File: config.mk
export PLATFORM = sky130hd
export DESIGN_NAME = branch_predictor_flat
export DESIGN_NICKNAME = d
export VERILOG_FILES = /design/src/rtl/bp_pkg.sv /design/src/rtl/branch_predictor_if.sv /design/src/rtl/sat_ctr2.sv /design/src/rtl/branch_predictor.sv /design/src/flat_wrapper.sv
export SDC_FILE = /design/constraint.sdc
export NUM_CORES = 1
export LEC_CHECK = 0
export ABC_AREA = 0
export BUFFER_PORTS_ARGS = -buffer_cell sky130_fd_sc_hd__buf_2
export CORE_MARGIN = 1
export CORE_UTILIZATION = 30
export DETAILED_ROUTE_END_ITERATION = 10
export RECOVER_POWER = 100
export SLEW_MARGIN = 40
export SYNTH_ARGS = -nofsm -noshare
export SYNTH_HDL_FRONTEND = slang
export SYNTH_SLANG_ARGS = --single-unit
File: constraint.sdc
create_clock -name clk -period 4.3 [get_ports clk]
set_input_delay 0.645 -clock clk [delete_from_list [all_inputs] [get_ports clk]]
set_output_delay 0.645 -clock clk [all_outputs]
set_load 0.02 [all_outputs]
File: src/rtl/bp_pkg.sv
// Shared definitions for the gshare branch predictor: counter encodings,
// the counter reset value and the default table/history widths.
package bp_pkg;

    localparam int IDX_W_DEF = 6;
    localparam int GHR_W_DEF = 6;

    typedef enum logic [1:0] {
        SNT = 2'b00,
        WNT = 2'b01,
        WT  = 2'b10,
        ST  = 2'b11
    } ctr_e;

    localparam ctr_e CTR_RESET = WNT;

endpackage

File: src/rtl/branch_predictor_if.sv
// Fetch-side prediction and execute-side resolution signals of the predictor.
interface branch_predictor_if #(
    parameter int GHR_W = 6
);
    logic [31:0]      pred_pc;
    logic             pred_taken;
    logic [GHR_W-1:0] pred_ghr;
    logic             upd_valid;
    logic [31:0]      upd_pc;
    logic [GHR_W-1:0] upd_ghr;
    logic             upd_pred;
    logic             upd_taken;
    logic             mispredict;
    logic [31:0]      branch_cnt;
    logic [31:0]      mispred_cnt;

    modport master (
        output pred_pc, upd_valid, upd_pc, upd_ghr, upd_pred, upd_taken,
        input  pred_taken, pred_ghr, mispredict, branch_cnt, mispred_cnt
    );

    modport slave (
        input  pred_pc, upd_valid, upd_pc, upd_ghr, upd_pred, upd_taken,
        output pred_taken, pred_ghr, mispredict, branch_cnt, mispred_cnt
    );
endinterface

File: src/rtl/sat_ctr2.sv
// Next-state logic of one 2-bit saturating direction counter.
module sat_ctr2
    import bp_pkg::*;
(
    input  logic [1:0] ctr,
    input  logic       taken,
    output logic [1:0] nxt
);

    always_comb begin
        nxt = ctr;
        if (taken) begin
            if (ctr != ST) nxt = ctr + 2'd1;
        end else begin
            if (ctr != SNT) nxt = ctr - 2'd1;
        end
    end

endmodule

File: src/rtl/branch_predictor.sv
// Gshare conditional-branch predictor: PC bits XOR global history index a
// table of 2-bit counters; history is updated only by resolved branches.
module branch_predictor
    import bp_pkg::*;
#(
    parameter int IDX_W = IDX_W_DEF,
    parameter int GHR_W = GHR_W_DEF
) (
    input  logic                clk,
    input  logic                rst,
    branch_predictor_if.slave   bus
);

    localparam int ENTRIES = 2 ** IDX_W;

    logic [1:0]       pht [ENTRIES];
    logic [GHR_W-1:0] ghr;
    logic [31:0]      br_cnt;
    logic [31:0]      mp_cnt;
    logic [IDX_W-1:0] pred_idx;
    logic [IDX_W-1:0] upd_idx;
    logic [1:0]       upd_ctr;
    logic [1:0]       upd_ctr_nxt;
    logic             unused_pc_bits;

    function automatic logic [IDX_W-1:0] gshare_idx(input logic [31:0] pc,
                                                    input logic [GHR_W-1:0] hist);
        return pc[IDX_W+1:2] ^ IDX_W'(hist);
    endfunction

    function automatic logic [31:0] sat_inc(input logic [31:0] v);
        return (v == 32'hFFFF_FFFF) ? v : v + 32'd1;
    endfunction

    assign pred_idx    = gshare_idx(bus.pred_pc, ghr);
    assign upd_idx     = gshare_idx(bus.upd_pc, bus.upd_ghr);
    assign upd_ctr     = pht[upd_idx];

    // Reads see the table as it stood before this edge's update.
    assign bus.pred_taken  = pht[pred_idx][1];
    assign bus.pred_ghr    = ghr;
    assign bus.mispredict  = bus.upd_valid & (bus.upd_pred != bus.upd_taken);
    assign bus.branch_cnt  = br_cnt;
    assign bus.mispred_cnt = mp_cnt;

    assign unused_pc_bits = ^{bus.pred_pc[31:IDX_W+2], bus.pred_pc[1:0],
                              bus.upd_pc[31:IDX_W+2], bus.upd_pc[1:0]};

    sat_ctr2 u_sat_ctr2 (
        .ctr   (upd_ctr),
        .taken (bus.upd_taken),
        .nxt   (upd_ctr_nxt)
    );

    always_ff @(posedge clk) begin
        if (rst) begin
            for (int i = 0; i < ENTRIES; i++) pht[i] <= CTR_RESET;
            ghr    <= '0;
            br_cnt <= '0;
            mp_cnt <= '0;
        end else if (bus.upd_valid) begin
            pht[upd_idx] <= upd_ctr_nxt;
            ghr          <= (ghr << 1) | GHR_W'(bus.upd_taken);
            br_cnt       <= sat_inc(br_cnt);
            if (bus.mispredict) mp_cnt <= sat_inc(mp_cnt);
        end
    end

endmodule

File: src/flat_wrapper.sv
// flat-port wrapper written by rule: the top's interface ports become plain ports
module branch_predictor_flat import bp_pkg::*;
#(
    parameter int IDX_W = IDX_W_DEF,
    parameter int GHR_W = GHR_W_DEF
)
  (clk, rst, bus_pred_pc, bus_upd_valid, bus_upd_pc, bus_upd_ghr, bus_upd_pred, bus_upd_taken, bus_pred_taken, bus_pred_ghr, bus_mispredict, bus_branch_cnt, bus_mispred_cnt);
  branch_predictor_if #(.GHR_W(GHR_W)) bus_i ();
  input  logic clk;
  input  logic rst;
  input wire logic [$bits(bus_i.pred_pc)-1:0] bus_pred_pc;
  input wire logic [$bits(bus_i.upd_valid)-1:0] bus_upd_valid;
  input wire logic [$bits(bus_i.upd_pc)-1:0] bus_upd_pc;
  input wire logic [$bits(bus_i.upd_ghr)-1:0] bus_upd_ghr;
  input wire logic [$bits(bus_i.upd_pred)-1:0] bus_upd_pred;
  input wire logic [$bits(bus_i.upd_taken)-1:0] bus_upd_taken;
  output wire logic [$bits(bus_i.pred_taken)-1:0] bus_pred_taken;
  output wire logic [$bits(bus_i.pred_ghr)-1:0] bus_pred_ghr;
  output wire logic [$bits(bus_i.mispredict)-1:0] bus_mispredict;
  output wire logic [$bits(bus_i.branch_cnt)-1:0] bus_branch_cnt;
  output wire logic [$bits(bus_i.mispred_cnt)-1:0] bus_mispred_cnt;
  assign bus_i.pred_pc = bus_pred_pc;
  assign bus_i.upd_valid = bus_upd_valid;
  assign bus_i.upd_pc = bus_upd_pc;
  assign bus_i.upd_ghr = bus_upd_ghr;
  assign bus_i.upd_pred = bus_upd_pred;
  assign bus_i.upd_taken = bus_upd_taken;
  assign bus_pred_taken = bus_i.pred_taken;
  assign bus_pred_ghr = bus_i.pred_ghr;
  assign bus_mispredict = bus_i.mispredict;
  assign bus_branch_cnt = bus_i.branch_cnt;
  assign bus_mispred_cnt = bus_i.mispred_cnt;
  branch_predictor #(.IDX_W(IDX_W), .GHR_W(GHR_W)) u_core (.clk(clk), .rst(rst), .bus(bus_i));
endmodule
==> impl_metrics.env <==
export IMPL_port_buffers=94
export IMPL_postLayoutCoreUtil=0.327
export IMPL_synth_seq_cells=198
export IMPL_regArea_sq_mm=0.00525
export IMPL_reg2regPathDepth=8
export IMPL_vias_per_cell=4.98
export IMPL_synthTopCellsByArea="edfxtp_1, dfxtp_1, nor2_4"
export IMPL_postSynthAreaPerCell_sq_um=11.8
export IMPL_pwr_share_comb=0.173
export IMPL_outcome="finished with violations"
export IMPL_ys_seq_area_frac=0.464
export IMPL_placed_cells=1539
export IMPL_chipWidth_um=196
export IMPL_crit_fanout=37
export IMPL_synthCells=959
export IMPL_layout_commonest_cell="edfxtp_1"
export IMPL_drv_slew=63
export IMPL_fin_nets=1131
export IMPL_clk_path_buf_depth=2
export IMPL_num_rows=70
export IMPL_yosys_most_used_dff="edfxtp_1"
export IMPL_power_internal_mw=3.04
export IMPL_fin_crit_sh=0.942
export IMPL_power_density_mw_per_mm2=356
export IMPL_setup_violations_final=0
export IMPL_leakagePower_nw=3.78
export IMPL_timing_critical_path_to_type="flip-flop"
export IMPL_met3_length_um=1870
export IMPL_htree_levels=4
export IMPL_worst_pin_slew_ns=2.67
export IMPL_areaGrowthSynthToFinish_pct=6.69
export IMPL_worstReg2RegStart="u_core.pht[9][0]"
export IMPL_synthesis_area_sq_mm=0.0113
export IMPL_cp_required_ns=4.49
export IMPL_synth_edff_count=128
export IMPL_synth_top_area_frac=0.340
export IMPL_cts_root_buf="clkbuf_16"
export IMPL_p_clk_frac=0.343
export IMPL_routed_wl_um=27700
export IMPL_gr_total_overflow=0
export IMPL_dr_pass1_iters=5
export IMPL_topRoutingLayerUsed="met5"
export IMPL_yosysTopAreaCell="edfxtp_1"
export IMPL_fin_ws_ns=0.249
export IMPL_multi_input_area_sq_mm=0.00490
export IMPL_met1Wirelength_um=13000
export IMPL_avgRoutedWirePerCell_um=17.7
export IMPL_post_cts_resized=0
export IMPL_min_period_ns=4.05
export IMPL_post_cts_buffers=0
export IMPL_startpoint="bus_upd_ghr[0]"
export IMPL_hold_class="reg -> reg"
export IMPL_critical_path_class="in -> reg"
export IMPL_cts_buffers=17
export IMPL_worst_setup_path_start_kind="primary input"
export IMPL_hold_slack_ns=0.501
export IMPL_hpwl_um=19000
export IMPL_r2r_slack_ns=0.87
export IMPL_arrival_ns=4.24
export IMPL_finClkSkew_ns=0.0123
export IMPL_antenna_found_initial=1
export IMPL_place_area_sq_mm=0.0123
export IMPL_rsz0062_at_grt="no"
export IMPL_finalPower_mw=4.30
export IMPL_die_area_sq_mm=0.0385
export IMPL_final_cell_mix="edfxtp_1, nor2_1, nand2_1, nand3_1, clkbuf_1"
export IMPL_die_h_um=196
export IMPL_drt_iter0_markers=655
export IMPL_core_area_sq_mm=0.0369
export IMPL_place_gp_congestion=0.788
export IMPL_grt_pass1_vias=7484
export IMPL_route_met2_wl_um=12500
export IMPL_drive_gt1_frac=0.167
export IMPL_clk_pin_slew_worst_paths_ns=0.07
export IMPL_drc=0
export IMPL_power_switching_mw=1.26
export IMPL_insertion_delay_ns=0.45
export IMPL_n_fill_cell=3786
export IMPL_clock_fmax_mhz=247
export IMPL_track_usage=0.145
export IMPL_violations="max-capacitance violations, max-slew violations"
export IMPL_async_flop_share=0
export IMPL_fin_tns_setup_ns=0
export IMPL_cp_endpoint="u_core.pht[31][1]"
export IMPL_yosys_warnings=0
export IMPL_design_area_sq_mm=0.0121
export IMPL_vias=7824
export IMPL_diodes=0
export IMPL_syn_nets=1036
export IMPL_ys_types=59
export IMPL_hold_viol_final=0
export IMPL_sw_frac_of_total=0.293
export IMPL_cts_tree="done"
export IMPL_ant_nets=0
export IMPL_drv_cap=1
export IMPL_hold_buffers=0
export IMPL_p_seq_frac=0.484
export IMPL_start_util=0.307
export IMPL_ir_drop_mv=0.238
export IMPL_ios=147
export IMPL_pre_cts_ws_ns=0.473
export IMPL_instances_no_fill=1571
export IMPL_slew_headroom=-0.777
export IMPL_grt_max_degree=74
export IMPL_grt_pass1_wl_um=43000
export IMPL_rr_endpoint="u_core.pht[31][1]"
export IMPL_numClockSinks=198
-- final cells by class --
cell class	count	share of cell area
multi-input combinational	688	0.406
clock inverter	12	0.00684
timing repair buffer	138	0.0610
tap	504	0.0522
inverter	11	0.00342
clock buffer	20	0.0362
sequential	198	0.434
-- registers in the layout (all words and copies together), names as in the netlist --
name	count
u_core.bus.mispred_cnt	32
u_core.bus.pred_ghr	6
u_core.pht	128
u_core.bus.branch_cnt	32
-- layer usage --
layer	GRT usage	vias up
li1	-	3676
met1	0.205	3867
met2	0.226	251
met3	0.0313	26
met4	0.0336	4
met5	0.0115	-
-- cells in the mapped netlist, types with 4 or more instances --
cell type / instances
buf_12: 15
a22o_1: 4
nand4_1: 18
xnor2_1: 26
a31oi_1: 6
nand2_1: 96
or3_1: 16
a22oi_1: 9
mux4_1: 10
o22ai_1: 4
nor2_1: 76
nor3_1: 13
a21oi_1: 17
o21ai_0: 17
clkbuf_1: 18
nand2b_1: 64
and4_1: 12
inv_1: 11
buf_6: 15
mux2_2: 9
xor2_1: 37
dfxtp_1: 70
nand3_1: 29
a221oi_1: 10
nand3_2: 60
nor2_4: 61
and3_1: 10
buf_2: 6
edfxtp_1: 128
mux4_2: 24
mux2_1: 6
buf_4: 4
mux2i_1: 14
-- power groups by stage --
stage	Clock [mW]	Combinational [mW]	Sequential (mW)
2_1_floorplan	0	0.783	2.12
3_3_place_gp	0	0.889	2.12
3_5_place_dp	0	0.891	2.12
4_1_cts	1.51	0.895	2.08
5_1_grt	1.58	0.790	2.08
6_report	1.48	0.746	2.08
-- critical path, cell delays in order --
cell and delay (ns):
buf_2 0.12, xor2_1 0.26, buf_12 0.31, mux4_1 0.62, mux2_2 0.30, a22o_1 0.27
a21oi_2 0.14, and4bb_1 0.21, maj3_1 0.77, clkbuf_2 0.54, nor2_4 0.04
-- cells by family (layout without fill, tap and decap cells) --
family	Yosys count	count (layout)	share of synthesized area
simple gates	472	472	0.270
xor+xnor	66	66	0.0541
mux	65	65	0.101
fa+ha+maj	4	4	0.00420
flops	198	198	0.464
compound gates	81	81	0.0485
buf+inv	73	181	0.0587
-- worst min path at each step --
stage               cells past startpoint  slack, ns                  startpoint                         end
finish                                  2       0.50   u_core.bus.branch_cnt[17]   u_core.bus.branch_cnt[17]
detailed placement                      2       0.49   u_core.bus.branch_cnt[17]   u_core.bus.branch_cnt[17]
global route                            2       0.53   u_core.bus.branch_cnt[17]   u_core.bus.branch_cnt[17]
global placement                        2       0.48  u_core.bus.mispred_cnt[30]  u_core.bus.mispred_cnt[30]
floorplan                               2       0.57  u_core.bus.mispred_cnt[21]  u_core.bus.mispred_cnt[21]
CTS                                     2       0.50   u_core.bus.branch_cnt[17]   u_core.bus.branch_cnt[17]
Power figures use the tool's default switching activity.
